### src/rtl/cndm_core_ctrl_if.sv
// taxi_axil_if: AXI4-lite bundle split into write and read slave/master modports.
`default_nettype none

interface taxi_axil_if #(
    parameter int DATA_W = 32,
    parameter int ADDR_W = 16,
    parameter int STRB_W = DATA_W / 8
);
    logic [ADDR_W-1:0] awaddr;
    logic              awvalid;
    logic              awready;
    logic [DATA_W-1:0] wdata;
    logic [STRB_W-1:0] wstrb;
    logic              wvalid;
    logic              wready;
    logic [1:0]        bresp;
    logic              bvalid;
    logic              bready;
    logic [ADDR_W-1:0] araddr;
    logic              arvalid;
    logic              arready;
    logic [DATA_W-1:0] rdata;
    logic [1:0]        rresp;
    logic              rvalid;
    logic              rready;

    modport wr_slv (input awaddr, awvalid, wdata, wstrb, wvalid, bready,
                    output awready, wready, bresp, bvalid);
    modport rd_slv (input araddr, arvalid, rready,
                    output arready, rdata, rresp, rvalid);
    modport wr_mst (output awaddr, awvalid, wdata, wstrb, wvalid, bready,
                    input awready, wready, bresp, bvalid);
    modport rd_mst (output araddr, arvalid, rready,
                    input arready, rdata, rresp, rvalid);
endinterface

`default_nettype wire

### src/rtl/cndm_core_ctrl.sv
// cndm_core_ctrl: core register window plus per-port IRQ gating/counting.
// Optional timer coalescing is built when CNDM_IRQ_COALESCE_EN is defined.
`default_nettype none

module cndm_core_ctrl #(
    parameter int          PORTS       = 2,
    parameter logic [31:0] PORT_BASE   = 32'h0001_0000,
    parameter logic [31:0] PORT_STRIDE = 32'h0001_0000,
    parameter int          PRESCALE    = 250,
    parameter int          TMR_W       = 16
) (
    input  logic             clk,
    input  logic             rst_n,
    taxi_axil_if.wr_slv      s_axil_wr,
    taxi_axil_if.rd_slv      s_axil_rd,
    input  logic [PORTS-1:0] irq_req,
    output logic [PORTS-1:0] irq
);
    localparam logic [31:0] ID      = 32'h434E_444D;
    localparam logic [31:0] VERSION = 32'h0000_0200;

    function automatic logic [15:0] port_addr(input int p, input int off);
        return 16'(32'h0200 + 32'(p) * 32'h10 + 32'(off));
    endfunction

    logic        bvalid_q;
    logic        rvalid_q;
    logic [31:0] rdata_q;
    logic [31:0] scratch_q;
    logic [31:0] rd_val;
    logic        wr_acc;
    logic        rd_acc;
    logic [15:0] waddr;
    logic [15:0] raddr;
    logic        tick;
    logic        unused_addr_bits;

    logic [PORTS-1:0][31:0] ctrl_rd;
    logic [PORTS-1:0][31:0] stat_rd;
    logic [PORTS-1:0][31:0] cnt_rd;

    assign wr_acc = s_axil_wr.awvalid && s_axil_wr.wvalid && !bvalid_q;
    assign rd_acc = s_axil_rd.arvalid && !rvalid_q;
    assign waddr  = {s_axil_wr.awaddr[15:2], 2'b00};
    assign raddr  = {s_axil_rd.araddr[15:2], 2'b00};
    assign unused_addr_bits = ^{s_axil_wr.awaddr, s_axil_rd.araddr};

    assign s_axil_wr.awready = wr_acc;
    assign s_axil_wr.wready  = wr_acc;
    assign s_axil_wr.bvalid  = bvalid_q;
    assign s_axil_wr.bresp   = 2'b00;
    assign s_axil_rd.arready = rd_acc;
    assign s_axil_rd.rvalid  = rvalid_q;
    assign s_axil_rd.rdata   = rdata_q;
    assign s_axil_rd.rresp   = 2'b00;

    always_ff @(posedge clk or negedge rst_n) begin
        if (!rst_n) begin
            bvalid_q  <= 1'b0;
            rvalid_q  <= 1'b0;
            rdata_q   <= '0;
            scratch_q <= '0;
        end else begin
            if (wr_acc) begin
                bvalid_q <= 1'b1;
            end else if (s_axil_wr.bready) begin
                bvalid_q <= 1'b0;
            end
            if (rd_acc) begin
                rvalid_q <= 1'b1;
                rdata_q  <= rd_val;
            end else if (s_axil_rd.rready) begin
                rvalid_q <= 1'b0;
            end
            if (wr_acc && waddr == 16'h0110) begin
                for (int b = 0; b < 4; b++) begin
                    if (s_axil_wr.wstrb[b]) scratch_q[8*b +: 8] <= s_axil_wr.wdata[8*b +: 8];
                end
            end
        end
    end

    // Per-port registers are muxed in after the fixed map; windows never overlap.
    always_comb begin
        rd_val = '0;
        case (raddr)
            16'h0000: rd_val = ID;
            16'h0004: rd_val = VERSION;
            16'h0100: rd_val = 32'(PORTS);
            16'h0104: rd_val = PORT_BASE;
            16'h0108: rd_val = PORT_STRIDE;
            16'h0110: rd_val = scratch_q;
            default:  rd_val = '0;
        endcase
        for (int p = 0; p < PORTS; p++) begin
            if (raddr == port_addr(p, 0)) rd_val = ctrl_rd[p];
            if (raddr == port_addr(p, 4)) rd_val = stat_rd[p];
            if (raddr == port_addr(p, 8)) rd_val = cnt_rd[p];
        end
    end

`ifdef CNDM_IRQ_COALESCE_EN
    localparam int PS_W = $clog2(PRESCALE);
    logic [PS_W-1:0] ps_q;

    assign tick = (ps_q == PS_W'(PRESCALE - 1));

    always_ff @(posedge clk or negedge rst_n) begin
        if (!rst_n) begin
            ps_q <= '0;
        end else if (tick) begin
            ps_q <= '0;
        end else begin
            ps_q <= ps_q + 1'b1;
        end
    end
`else
    assign tick = 1'b0;
`endif

    for (genvar p = 0; p < PORTS; p++) begin : g_port
        localparam logic [15:0] BASE = port_addr(p, 0);

        typedef enum logic [1:0] {
            ST_IDLE = 2'd0,
            ST_FIRE = 2'd1,
            ST_HOLD = 2'd2
        } state_t;

        state_t      state_q;
        logic        en_q;
        logic        pend_q;
        logic        irq_q;
        logic [31:0] count_q;
        logic        wr_ctrl;
        logic        wr_stat;
        logic        wr_cnt;
        logic        en_d;
        logic        pend_clr;

        assign wr_ctrl  = wr_acc && waddr == BASE;
        assign wr_stat  = wr_acc && waddr == BASE + 16'h4;
        assign wr_cnt   = wr_acc && waddr == BASE + 16'h8;
        assign en_d     = s_axil_wr.wstrb[0] ? s_axil_wr.wdata[0] : en_q;
        assign pend_clr = (state_q == ST_FIRE) ||
                          (wr_stat && s_axil_wr.wstrb[0] && s_axil_wr.wdata[0]);
        assign irq[p]   = irq_q;
        assign cnt_rd[p] = count_q;

`ifdef CNDM_IRQ_COALESCE_EN
        logic [TMR_W-1:0] holdoff_q;
        logic [TMR_W-1:0] timer_q;
        logic [15:0]      hold_cur;
        logic [15:0]      hold_d;

        assign hold_cur   = 16'(holdoff_q);
        assign hold_d     = {s_axil_wr.wstrb[3] ? s_axil_wr.wdata[31:24] : hold_cur[15:8],
                             s_axil_wr.wstrb[2] ? s_axil_wr.wdata[23:16] : hold_cur[7:0]};
        assign ctrl_rd[p] = {hold_cur, 15'd0, en_q};
        assign stat_rd[p] = {30'd0, state_q == ST_HOLD, pend_q};
`else
        assign ctrl_rd[p] = {31'd0, en_q};
        assign stat_rd[p] = {31'd0, pend_q};
`endif

        always_ff @(posedge clk or negedge rst_n) begin
            if (!rst_n) begin
                state_q <= ST_IDLE;
                en_q    <= 1'b0;
                pend_q  <= 1'b0;
                irq_q   <= 1'b0;
                count_q <= '0;
`ifdef CNDM_IRQ_COALESCE_EN
                holdoff_q <= '0;
                timer_q   <= '0;
`endif
            end else begin
                irq_q <= 1'b0;
                if (wr_ctrl) begin
                    en_q <= en_d;
`ifdef CNDM_IRQ_COALESCE_EN
                    holdoff_q <= hold_d[TMR_W-1:0];
`endif
                end
                if (wr_cnt) begin
                    count_q <= '0;
                end else if (irq_req[p] && count_q != 32'hFFFF_FFFF) begin
                    count_q <= count_q + 32'd1;
                end
                // A new event always beats a clear in the same cycle.
                if (irq_req[p]) begin
                    pend_q <= 1'b1;
                end else if (pend_clr) begin
                    pend_q <= 1'b0;
                end
                case (state_q)
                    ST_IDLE: begin
                        if (pend_q && en_q) begin
                            state_q <= ST_FIRE;
                            irq_q   <= 1'b1;
                        end
                    end
                    ST_FIRE: begin
`ifdef CNDM_IRQ_COALESCE_EN
                        timer_q <= holdoff_q;
                        state_q <= ST_HOLD;
`else
                        state_q <= ST_IDLE;
`endif
                    end
                    ST_HOLD: begin
`ifdef CNDM_IRQ_COALESCE_EN
                        if (timer_q == '0) begin
                            state_q <= ST_IDLE;
                        end else if (tick) begin
                            timer_q <= timer_q - 1'b1;
                        end
`else
                        state_q <= ST_IDLE;
`endif
                    end
                    default: state_q <= ST_IDLE;
                endcase
            end
        end
    end

endmodule

`default_nettype wire
### src/flat_wrapper.sv
// flat-port wrapper written by rule: the top's interface ports become plain ports
module cndm_core_ctrl_flat 
#(
    parameter int          PORTS       = 2,
    parameter logic [31:0] PORT_BASE   = 32'h0001_0000,
    parameter logic [31:0] PORT_STRIDE = 32'h0001_0000,
    parameter int          PRESCALE    = 250,
    parameter int          TMR_W       = 16
)
  (clk, rst_n, irq_req, irq, s_axil_wr_awaddr, s_axil_wr_awvalid, s_axil_wr_wdata, s_axil_wr_wstrb, s_axil_wr_wvalid, s_axil_wr_bready, s_axil_wr_awready, s_axil_wr_wready, s_axil_wr_bresp, s_axil_wr_bvalid, s_axil_rd_araddr, s_axil_rd_arvalid, s_axil_rd_rready, s_axil_rd_arready, s_axil_rd_rdata, s_axil_rd_rresp, s_axil_rd_rvalid);
  taxi_axil_if s_axil_wr_i ();
  taxi_axil_if s_axil_rd_i ();
  input  logic clk;
  input  logic rst_n;
  input  logic [PORTS-1:0] irq_req;
  output logic [PORTS-1:0] irq;
  input wire logic [$bits(s_axil_wr_i.awaddr)-1:0] s_axil_wr_awaddr;
  input wire logic [$bits(s_axil_wr_i.awvalid)-1:0] s_axil_wr_awvalid;
  input wire logic [$bits(s_axil_wr_i.wdata)-1:0] s_axil_wr_wdata;
  input wire logic [$bits(s_axil_wr_i.wstrb)-1:0] s_axil_wr_wstrb;
  input wire logic [$bits(s_axil_wr_i.wvalid)-1:0] s_axil_wr_wvalid;
  input wire logic [$bits(s_axil_wr_i.bready)-1:0] s_axil_wr_bready;
  output wire logic [$bits(s_axil_wr_i.awready)-1:0] s_axil_wr_awready;
  output wire logic [$bits(s_axil_wr_i.wready)-1:0] s_axil_wr_wready;
  output wire logic [$bits(s_axil_wr_i.bresp)-1:0] s_axil_wr_bresp;
  output wire logic [$bits(s_axil_wr_i.bvalid)-1:0] s_axil_wr_bvalid;
  input wire logic [$bits(s_axil_rd_i.araddr)-1:0] s_axil_rd_araddr;
  input wire logic [$bits(s_axil_rd_i.arvalid)-1:0] s_axil_rd_arvalid;
  input wire logic [$bits(s_axil_rd_i.rready)-1:0] s_axil_rd_rready;
  output wire logic [$bits(s_axil_rd_i.arready)-1:0] s_axil_rd_arready;
  output wire logic [$bits(s_axil_rd_i.rdata)-1:0] s_axil_rd_rdata;
  output wire logic [$bits(s_axil_rd_i.rresp)-1:0] s_axil_rd_rresp;
  output wire logic [$bits(s_axil_rd_i.rvalid)-1:0] s_axil_rd_rvalid;
  assign s_axil_wr_i.awaddr = s_axil_wr_awaddr;
  assign s_axil_wr_i.awvalid = s_axil_wr_awvalid;
  assign s_axil_wr_i.wdata = s_axil_wr_wdata;
  assign s_axil_wr_i.wstrb = s_axil_wr_wstrb;
  assign s_axil_wr_i.wvalid = s_axil_wr_wvalid;
  assign s_axil_wr_i.bready = s_axil_wr_bready;
  assign s_axil_wr_awready = s_axil_wr_i.awready;
  assign s_axil_wr_wready = s_axil_wr_i.wready;
  assign s_axil_wr_bresp = s_axil_wr_i.bresp;
  assign s_axil_wr_bvalid = s_axil_wr_i.bvalid;
  assign s_axil_rd_i.araddr = s_axil_rd_araddr;
  assign s_axil_rd_i.arvalid = s_axil_rd_arvalid;
  assign s_axil_rd_i.rready = s_axil_rd_rready;
  assign s_axil_rd_arready = s_axil_rd_i.arready;
  assign s_axil_rd_rdata = s_axil_rd_i.rdata;
  assign s_axil_rd_rresp = s_axil_rd_i.rresp;
  assign s_axil_rd_rvalid = s_axil_rd_i.rvalid;
  cndm_core_ctrl #(.PORTS(PORTS), .PORT_BASE(PORT_BASE), .PORT_STRIDE(PORT_STRIDE), .PRESCALE(PRESCALE), .TMR_W(TMR_W)) u_core (.clk(clk), .rst_n(rst_n), .s_axil_wr(s_axil_wr_i), .s_axil_rd(s_axil_rd_i), .irq_req(irq_req), .irq(irq));
endmodule
### config.mk
export PLATFORM = sky130hd
export DESIGN_NAME = cndm_core_ctrl_flat
export DESIGN_NICKNAME = d
export VERILOG_FILES = /design/src/rtl/cndm_core_ctrl_if.sv /design/src/rtl/cndm_core_ctrl.sv /design/src/flat_wrapper.sv
export SDC_FILE = /design/constraint.sdc
export NUM_CORES = 1
export LEC_CHECK = 0
export BUFFER_PORTS_ARGS = -buffer_cell sky130_fd_sc_hd__buf_2
export CORE_MARGIN = 4
export CORE_UTILIZATION = 55
export CTS_CLUSTER_SIZE = 30
export DETAILED_ROUTE_END_ITERATION = 10
export PLACE_DENSITY_LB_ADDON = 0.2
export SLEW_MARGIN = 0
export SYNTH_ARGS = -nofsm -noshare
export SYNTH_HDL_FRONTEND = slang
export SYNTH_SLANG_ARGS = --single-unit
### constraint.sdc
create_clock -name clk -period 3 [get_ports clk]
set_clock_uncertainty 0.15 [all_clocks]
set_input_delay 0.6 -clock clk [delete_from_list [all_inputs] [get_ports clk]]
set_output_delay 0.6 -clock clk [all_outputs]
set_load 0.005 [all_outputs]
* After elaboration in Yosys (flattened, before gate mapping)
Cells that the tools add are included.
Storage, ports and cells: flip-flop bits (word level) 140, output and inout port bits 43, logic and storage cells 108, input port bits 77
Operators by class: $add $sub $neg 2, equality and inequality tests 24, reductions and logical operators 38, muxes and demuxes 27
Operators with widths (count):
- $mux W32 | 10
- $eq A14 B8 Y1 const B | 12
- $pmux W32 S5 | 1
- $eq A14 B7 Y1 const B | 5
- $add A32 B1 Y32 const B | 2
- $ne A32 B32 Y1 const B | 2
- $logic_and A1 B1 Y1 | 18
- $logic_not A16 Y1 | 1
- $eq A14 B1 Y1 const B | 1
- $mux W1 | 12
- $reduce_and A2 Y1 | 6
- $reduce_bool A2 Y1 | 6
- $mux W2 | 4
- $eq A2 B1 Y1 const B | 2
- $logic_not A2 Y1 | 2
- $ne A2 B1 Y1 const B | 2
- $logic_not A1 Y1 | 2
- $logic_or A1 B1 Y1 | 2
- $reduce_or A2 Y1 | 1

* Longest topological paths before layout
Gate-level depths: netlist of the first run.
depth in word-level cells 9, mapped depth 8, mapped depth without buffers 6

* Worst setup path after synthesis of the first run
Ideal clock, no wire load.
path type input-to-reg, start in s_axil_wr_awaddr[2], end reg u_core.g_port[1].count_q[12], arrival time 2.457 ns, stages on the path 6, setup time 0.079 ns, path buffers 1, path slack 0.313 ns, required time 2.771 ns, cells stage by stage or4b_1 -> nor4_4 -> a22oi_1 -> clkbuf_1 -> a2111oi_1 -> mux2i_1
On the way: cells in the longest elaborated chain, start to end 3, elaborated cells between the ends (all ways) 4, those cells by class eq/ne: 1; mux: 1; reduce/logical: 2
RTL lines:
- start, declared | line flat_wrapper.sv:17 | input wire logic [$bits(s_axil_wr_i.awaddr)-1:0] s_axil_wr_awaddr;
- $eq A14 B8 Y1 (*) | line cndm_core_ctrl.sv:143 | assign wr_cnt = wr_acc && waddr == BASE + 16'h8;
- $logic_and A1 B1 Y1 (*) | line cndm_core_ctrl.sv:143
- $mux W32 or $reduce_bool A2 Y1 (tied branches)
- end signal, assigned | line cndm_core_ctrl.sv:188 | count_q <= count_q + 32'd1;
- end, declared | line cndm_core_ctrl.sv:134 | logic [31:0] count_q;
Mark *: on every way between the ends. The rest lies on a longest branch, timed or not. A chain may end at the register's enable or synchronous reset.

* Worst setup path in the final report of the first run
start reg u_core.g_port[1].count_q[0], end reg u_core.g_port[1].count_q[28]
On the way: cells in the longest elaborated chain, start to end 3, elaborated cells between the ends (all ways) 6, those cells by class add/sub: 1; eq/ne: 1; mux: 2; reduce/logical: 2
RTL lines:
- $add A32 B1 Y32 or $ne A32 B32 Y1 (tied branches) | line cndm_core_ctrl.sv:188, cndm_core_ctrl.sv:187
- $mux W32 or $logic_and A1 B1 Y1 (tied branches) | line cndm_core_ctrl.sv:187 | end else if (irq_req[p] && count_q != 32'hFFFF_FFFF) begin
- $mux W32 or $reduce_bool A2 Y1 (tied branches)
Several ways; a longest one is shown, not always the timed one. The select of a mux whose other input is x is not followed.

==> results of run 1 <==
## logic make-up after synthesis
| kind of cell | after synthesis | share of synthesized area, % |
|---|---|---|
| buf+inv | 63 | 3.77 |
| flops | 138 | 48.2 |
| other cells | 1 | 0.0523 |
| fa+ha+maj | 2 | 0.349 |
| simple gates | 305 | 22.1 |
| compound gates | 186 | 17.4 |
| mux | 50 | 7.58 |
| xor+xnor | 5 | 0.611 |
## routing by layer
layer  global-route usage [%]  up-vias
li1                         -     3047
met4                     9.73        0
met2                     46.3      274
met5                        0        -
met1                     35.6     3252
met3                     8.82       38
## worst max-delay path by stage
stage,startpoint,endpoint,slack [ps]
2_1_floorplan,s_axil_wr_awaddr[2],u_core.g_port[1].count_q[12],310
3_3_place_gp,s_axil_wr_awaddr[2],u_core.g_port[1].count_q[14],190
3_5_place_dp,s_axil_wr_awaddr[2],u_core.g_port[1].count_q[14],120
4_1_cts,u_core.g_port[1].count_q[0],u_core.g_port[1].count_q[28],280
5_1_grt,u_core.g_port[1].count_q[0],u_core.g_port[1].count_q[28],160
6_report,u_core.g_port[1].count_q[0],u_core.g_port[1].count_q[28],250
## cell usage after synthesis (all sizes together), types with 2 or more instances
| cell | count |
|---|---|
| a2111o | 7 |
| a2111oi | 6 |
| a211oi | 7 |
| a21boi | 3 |
| a21oi | 59 |
| a221oi | 16 |
| a222oi | 2 |
| a22oi | 14 |
| a31o | 2 |
| a31oi | 13 |
| and2 | 3 |
| and3 | 12 |
| and4 | 5 |
| buf | 13 |
| clkbuf | 31 |
| dfrtp | 138 |
| ha | 2 |
| inv | 19 |
| mux2 | 34 |
| mux2i | 16 |
| nand2 | 87 |
| nand2b | 13 |
| nand3 | 30 |
| nand3b | 5 |
| nand4 | 28 |
| nor2 | 54 |
| nor2b | 3 |
| nor3 | 12 |
| nor4 | 8 |
| o211ai | 4 |
| o21ai | 29 |
| o21ba | 2 |
| o31ai | 13 |
| or3 | 20 |
| or4 | 19 |
| xnor2 | 2 |
| xor2 | 3 |
## power groups by stage
stage / clock, mW / sequential [mW] / combinational (mW)
after detailed placement: 0 / 2.26 / 0.642
after floorplan: 0 / 2.22 / 0.331
after CTS: 2.18 / 2.23 / 0.652
after global routing: 2.26 / 2.26 / 0.735
final: 2.15 / 2.24 / 0.652
after global placement: 0 / 2.25 / 0.617
## layout make-up
| type | instances | share of cell area, % |
|---|---|---|
| inverters | 19 | 0.822 |
| well taps | 172 | 2.48 |
| flip-flops and latches | 138 | 39.8 |
| repair buffers | 142 | 9.88 |
| clock buffers | 25 | 5.71 |
| multi-input cells | 552 | 40.0 |
| clock inverters | 7 | 1.30 |
## flip-flops by register name, summed over array words and instances, names as in the netlist
register                 cells
u_core.scratch_q            32
u_core.s_axil_wr.bvalid      1
u_core.g_port.en_q           2
u_core.g_port.count_q       64
u_core.g_port.pend_q         2
u_core.s_axil_rd.rdata      32
u_core.s_axil_rd.rvalid      1
u_core.g_port.irq_q          2
u_core.g_port.state_q        2
## metrics by stage
stage,instances,hold WS [ps]
finish,1055,47.5
global route,1055,93.6
floorplan,753,154
detailed placement,1023,344
CTS,1055,68.8
global placement,1023,339
==> results.yml, run 1 <==
route:
  wl_met2_um: 10000
  routedWlPerCell_um: 19.1
  drt_iter0_drc: 702
  drtPass1Iterations: 6
  wl_met3_um: 1650
  drc: 0
  top_layer: "met4"
  wl_met1_um: 8050
  drt_wl_total_um: 20200
  vias_per_cell: 6.27
  num_vias: 6611
  ant_nets: 0
layout:
  fin_util_pct: 68.5
  mostFrequentLayoutCells: "dfrtp_1 (138), buf_2 (110), nand2_1 (87)"
  antenna_cells: 0
  area_delta_synth_final_pct: 21.0
  num-fill-cells: 993
  fin_nets: 949
  multi_input_area_um2: 3470
  final_common_cell: "dfrtp_1"
  fin_area_um2: 8680
  layout-drive-gt1-share_pct: 24.8
  regArea_um2: 3450
timing:
  fmax_ghz: 0.364
  rsz0062_at_grt: "false"
  worst_slack_ps: 250
  min_period_ps: 2750
  max-slew-margin-rel_pct: 52.1
  tightest_slew_ps: 719
  setup_viol: 0
  tns_ps: 0
  maxSlewViolCount: 0
  hold_viol: 0
  fin_crit_sh_pct: 91.7
pwr:
  p_seq_share_pct: 44.4
  ir_worst_vdd_mv: 0.523
  total_power_mw: 5.05
  p_int_mw: 3.71
  combPwrFrac_pct: 12.9
  switchingPower_mw: 1.33
  clock_power_share_pct: 42.7
  p_per_area_nw_per_um2: 582
  leakage_nw: 3.81
  p_sw_share_pct: 26.4
clocking:
  path_clk_slew_ps: 60
  clockBufferDepth: 2
  post_cts_buffers: 0
  cts_max_level: 4
  cts_sinks: 138
  cts_tree: "done"
  clk_latency_ps: 430
  cts_buffers: 17
  holdBufCountCts: 0
  root_buffer: "clkbuf_16"
  ctsResizeCount: 0
status:
  outcome: "complete, no violations"
floorplan:
  core_um2: 12700
  rows: 41
  fp.dieW_um: 122
  io_pins: 120
  dieHeight_um: 122
  die_area_um2: 14900
  start_util_pct: 56.6
logic_synthesis:
  syn_inst: 750
  yosysTopAreaCell: "dfrtp_1"
  synth_top_flop_cell: "dfrtp_1"
  syn-cell-area_um2: 7170
  yosys_register_bits: 138
  synth_top_area_share_pct: 48.2
  synthArstFlopShare_pct: 100
  ys_warn_count: 0
  ys_seq_area_share_pct: 48.2
  yosys-top-cells-area: "dfrtp_1 (48%), mux2_2 (5.3%), nand2_1 (4.6%)"
  synth_cell_types: 62
  synth-edff-count: 0
  synth.avg_cell_area_um2: 9.56
placement:
  dpl_cell_area_um2: 8070
  place_ws_ps: 121
  io_buffers: 111
  hpwl_um: 14600
  finalWeightedCongestion: 0.904
worst_setup_path:
  path_buf_inv: 0
  critPathKind: "register to register"
  r2r-start: "u_core.g_port[1].count_q[0]"
  crit_chain: "ha_1, nand4_1, or4_1, or2_1, or4_1, a21boi_1"
  critPathRequiredTime_ps: 3200
  cp-start-kind: "register"
  ff2ff_path_depth: 6
  cp.arrival_ps: 2950
  cpMostUsedCell: "or4_1"
  crit_cells: 6
  path_max_fanout: 8
  ff2ff_setup_slack_ps: 250
  cpLargestDelayFamily: "simple AND/OR/NAND/NOR gates"
  crit_path_top_delay_cell: "or4_1"
  worstReg2RegEnd: "u_core.g_port[1].count_q[28]"
  cp_slowest_stage_delay_ps: 660
  end_kind: "register"
grt:
  grt_usage_pct: 28.3
  overflow: 0
  antenna_found_initial: 0
  grt_pass1_wl_um: 32500
  first_global_vias: 6579
  grt_max_degree: 75
worst_hold_path:
  hold_path_class: "input pin to asynchronous set/reset pin"
job:
  maxCapViolCount: 0
No activity file was read; power rests on OpenSTA's default activity.
==> run 2, diff against run 1 <==
CORE_UTILIZATION = 35   (was 55)
CTS_BUF_LIST = sky130_fd_sc_hd__clkbuf_16   (was unset)
==> run 2 against run 1 <==
Compared with the run above:
- via count down 3.2%
- register-to-register slack improved by 110 ps
- first-iteration DRC count is 47% lower
- worst setup slack improved by 110 ps
- sequential cell count is the same
- non-clock buffer count is 9 higher
- total power grew 0.40%
- worst hold slack improved by 150 ps
- final area rose by 2.2%
- global-route usage fell by 8.6 points
- critical endpoint unchanged
==> results.yml, run 2 (synthesis results as in run 1) <==
timing:
  fin_crit_sh_pct: 87.9
  maxSlewViolCount: 0
  fmax_ghz: 0.379
  tns_ps: 0
  hold_viol: 0
  tightest_slew_ps: 778
  max-slew-margin-rel_pct: 48.1
  worst_hold_slack_ps: 201
  min_period_ps: 2640
  rsz0062_at_grt: "false"
  setup_viol: 0
worst_setup_path:
  crit_chain: "ha_1, nand4_1, or4_1, or2_1, or4_1, a21boi_1"
  critPathKind: "register to register"
  cp.arrival_ps: 2830
  cpMostUsedCell: "or4_1"
  path_max_fanout: 5
  crit_path_top_delay_cell: "or4_1"
  cp-start-kind: "register"
  critPathRequiredTime_ps: 3200
  cp_slowest_stage_delay_ps: 600
  end_kind: "register"
  ff2ff_setup_slack_ps: 360
layout:
  area_delta_synth_final_pct: 23.7
  final_common_cell: "dfrtp_1"
  antenna_cells: 0
  num-fill-cells: 1986
  final_cells: 1161
  regMostFlops: "u_core.g_port.count_q"
  mostFrequentLayoutCells: "dfrtp_1 (138), buf_2 (110), nand2_1 (87)"
  layout-drive-gt1-share_pct: 25.5
  largest_reg_flops: 64
  fin_nets: 958
floorplan:
  dieHeight_um: 151
  core_um2: 20200
  fp.dieW_um: 151
  start_util_pct: 35.5
  rows: 52
  die_area_um2: 22800
  io_pins: 120
route:
  ant_nets: 0
  routedWlPerCell_um: 18.5
  vias_per_cell: 5.51
  drtPass1Iterations: 4
  drt_iter0_drc: 372
  drc: 0
  drt_wl_total_um: 21500
  num_vias: 6397
pwr:
  p_per_area_nw_per_um2: 571
  leakage_nw: 3.85
  ir_worst_vdd_mv: 0.384
  total_power_mw: 5.07
job:
  maxCapViolCount: 0
clocking:
  cts_max_level: 4
  post_cts_buffers: 0
  path_clk_slew_ps: 60
  cts_sinks: 138
  cts_buffers: 17
  cts_tree: "done"
  root_buffer: "clkbuf_16"
  clk_latency_ps: 420
  clockBufferDepth: 2
grt:
  grt_max_degree: 52
  first_global_vias: 6232
  grt_usage_pct: 19.6
  overflow: 0
  antenna_found_initial: 0
  grt_pass1_wl_um: 34400
placement:
  dp.cells: 1129
  hpwl_um: 15700
  finalWeightedCongestion: 0.825
  io_buffers: 111
worst_hold_path:
  hold_path_class: "input pin to register"
status:
  outcome: "complete, no violations"
-- run 2: timing repair --
item                                   CTS  global route
hold buffers                             1             0
endpoints found under the hold margin   22             0
resized for setup                        0             0
-- run 2: worst paths after layout --
path | to | start | cells after the start
max | u_core.g_port[1].count_q[28] | u_core.g_port[1].count_q[0] | 6
min | u_core.s_axil_rd.rvalid | s_axil_rd_rready | 2
max reg2reg | u_core.g_port[1].count_q[28] | u_core.g_port[1].count_q[0] | 6
min reg2reg | u_core.scratch_q[16] | u_core.scratch_q[16] | 1
max in group asynchronous | u_core.g_port[0].count_q[18] | rst_n | 3
min in group asynchronous | u_core.g_port[0].count_q[6] | rst_n | 2
-- run 2: routing by layer --
layer	GRT usage, %	share of wire, %	wire [um]	vias up
li1	-	-	-	3059
met1	27.6	47	10200	3200
met2	31.3	48	10300	122
met3	3.89	3.5	754	16
met4	4.81	1.4	301	0
met5	0	0	0	-
-- run 2: layout make-up --
class / instances / area [um^2] / area share [%]
multi-input combinational: 552 / 3470 / 39.1
sequential: 138 / 3450 / 38.9
tap: 270 / 338 / 3.81
timing repair buffer: 151 / 927 / 10.5
clock inverter: 14 / 181 / 2.05
inverter: 19 / 71.3 / 0.804
clock buffer: 17 / 425 / 4.80
-- run 2: report_power, final --
group          total (mW)  leakage, nW  switching, mW  internal, mW
sequential           2.24         1.82          0.198          2.04
clock                2.19        0.295          0.811          1.38
combinational       0.636         1.73          0.357         0.279
-- run 2: critical path: cells and delay by family (launching register included) --
kind / cells / cell delay (ps)
AND/OR/NAND/NOR: 4 / 1580
flip-flops: 1 / 460
adder cells (fa/ha/maj): 1 / 230
AO/OA/AOI/OAI: 1 / 140
-- run 2: stage by stage --
step           utilization [%]  cell area, um^2  setup slack [ps]
6_report                  44.0             8870               364
5_1_grt                   44.0             8870               153
4_1_cts                   44.0             8870               371
3_5_place_dp              40.9             8250               147
3_3_place_gp              40.9             8250               174
2_1_floorplan                -             7180               313
==> run 3, diff against run 2 <==
==> constraint.sdc (replaced) <==
create_clock -name clk -period 3 [get_ports clk]
set_clock_uncertainty 0.15 [all_clocks]
set_input_delay 0.6 -clock clk [delete_from_list [all_inputs] [get_ports clk]]
set_output_delay 0.6 -clock clk [all_outputs]
set_load 0.02 [all_outputs]
==> run 3 against run 2 <==
Compared with the run above:
- clock power rose by 9.1%
- final area rose by 0.73%
- sequential power barely moved
- sequential share of layout area fell by 0.28 points
- total power rose by 6.3%
- largest power group is now the clock network
- highest routed layer unchanged
- non-clock buffer count did not move
==> results.yml, run 3 (synthesis results as in run 1) <==
placement:
  io_buffers: 111
  dp.cells: 1129
  hpwl_um: 15600
  finalWeightedCongestion: 0.824
layout:
  final_common_cell: "dfrtp_1"
  regMostFlops: "u_core.g_port.count_q"
  fin_nets: 958
  layout-drive-gt1-share_pct: 25.8
  multi_input_area_um2: 3470
  mostFrequentLayoutCells: "dfrtp_1 (138), buf_2 (110), nand2_1 (87)"
  largest_reg_flops: 64
  regArea_um2: 3450
  antenna_cells: 0
  num-fill-cells: 1997
  area_delta_synth_final_pct: 24.6
  final_cells: 1162
grt:
  first_global_vias: 6206
  grt_max_degree: 52
  grt_usage_pct: 19.4
  antenna_found_initial: 0
  overflow: 0
  grt_pass1_wl_um: 34000
clocking:
  path_clk_slew_ps: 60
  root_buffer: "clkbuf_16"
  clockBufferDepth: 2
  cts_tree: "done"
  post_cts_buffers: 0
  cts_sinks: 138
  cts_buffers: 17
  ctsResizeCount: 0
  clk_latency_ps: 420
  holdBufCountCts: 1
  cts_max_level: 4
job:
  maxCapViolCount: 0
status:
  outcome: "complete, no violations"
route:
  drt_iter0_drc: 459
  num_vias: 6376
  wl_met2_um: 10200
  top_layer: "met4"
  wl_met1_um: 10100
  drt_wl_total_um: 21300
  routedWlPerCell_um: 18.3
  ant_nets: 0
  drc: 0
  vias_per_cell: 5.49
  drtPass1Iterations: 5
  wl_met3_um: 760
pwr:
  ir_worst_vdd_mv: 0.388
  p_per_area_nw_per_um2: 603
  leakage_nw: 3.87
worst_setup_path:
  crit_chain: "ha_1, nand4_1, or4_1, or2_1, or4_1, a21boi_1"
  cp_slowest_stage_delay_ps: 600
  critPathRequiredTime_ps: 3200
  crit_path_top_delay_cell: "or4_1"
  cp-start-kind: "register"
  cpMostUsedCell: "or4_1"
  critPathKind: "register to register"
  end_kind: "register"
  path_max_fanout: 5
  cp.arrival_ps: 2860
timing:
  setup_viol: 0
  maxSlewViolCount: 0
  fmax_ghz: 0.376
  rsz0062_at_grt: "false"
  min_period_ps: 2660
  hold_viol: 0
  tightest_slew_ps: 785
  tns_ps: 0
  max-slew-margin-rel_pct: 47.7
  fin_crit_sh_pct: 88.7
floorplan:
  die_area_um2: 22800
  core_um2: 20200
  fp.dieW_um: 151
  io_pins: 120
  start_util_pct: 35.5
  rows: 52
  dieHeight_um: 151
worst_hold_path:
  hold_path_class: "input pin to register"
-- run 3: cell types whose count changed in the layout (fill, tap and decap cells not counted), sizes merged --
cell	previous run	this run
bufinv	4	6
inv	22	21
-- run 3: final cells by class --
class	instances	share of cell area [%]
clock buffer	17	4.76
clock inverter	15	2.76
inverter	19	0.798
multi-input combinational	552	38.9
sequential	138	38.7
tap	270	3.78
timing repair buffer	151	10.4
-- run 3: report_power, final --
group	switching (mW)	total, mW	internal [mW]
clock	0.828	2.39	1.56
sequential	0.193	2.24	2.04
combinational	0.476	0.757	0.282
-- run 3: critical path, delay by kind of cell (launching register included) --
kind	cells	cell delay [ps]
compound gates	1	150
fa+ha+maj	1	230
flops	1	460
simple gates	4	1590
-- run 3: path summary, 6_finish.rpt --
kind / startpoint / to / slack, ps / depth (start not counted)
setup / recovery: u_core.g_port[1].count_q[0] / u_core.g_port[1].count_q[28] / 340 / 6
setup reg to reg: u_core.g_port[1].count_q[0] / u_core.g_port[1].count_q[28] / 340 / 6
hold / removal: s_axil_rd_rready / u_core.s_axil_rd.rvalid / 200 / 2
min in group asynchronous: rst_n / u_core.g_port[0].irq_q / 560 / 2
hold reg to reg: u_core.scratch_q[24] / u_core.scratch_q[24] / 360 / 1
max in group asynchronous: rst_n / u_core.g_port[0].count_q[17] / 1400 / 3
-- run 3: per-layer routing --
layer | track usage [%] | vias to the layer above
li1 | - | 3073
met1 | 27.1 | 3164
met2 | 31.1 | 118
met3 | 3.53 | 21
met4 | 5.17 | 0
met5 | 0 | -
-- run 3: through the flow --
stage	hold WS (ps)	utilization (%)	power, mW	worst slack, ps	instance area (um^2)
after global placement	337	40.9	3.02	176	8250
final	203	44.3	5.38	339	8930
after floorplan	154	-	2.66	313	7180
after detailed placement	343	40.9	3.03	167	8250
after global routing	211	44.3	5.64	153	8930
after CTS	186	44.3	5.44	363	8930
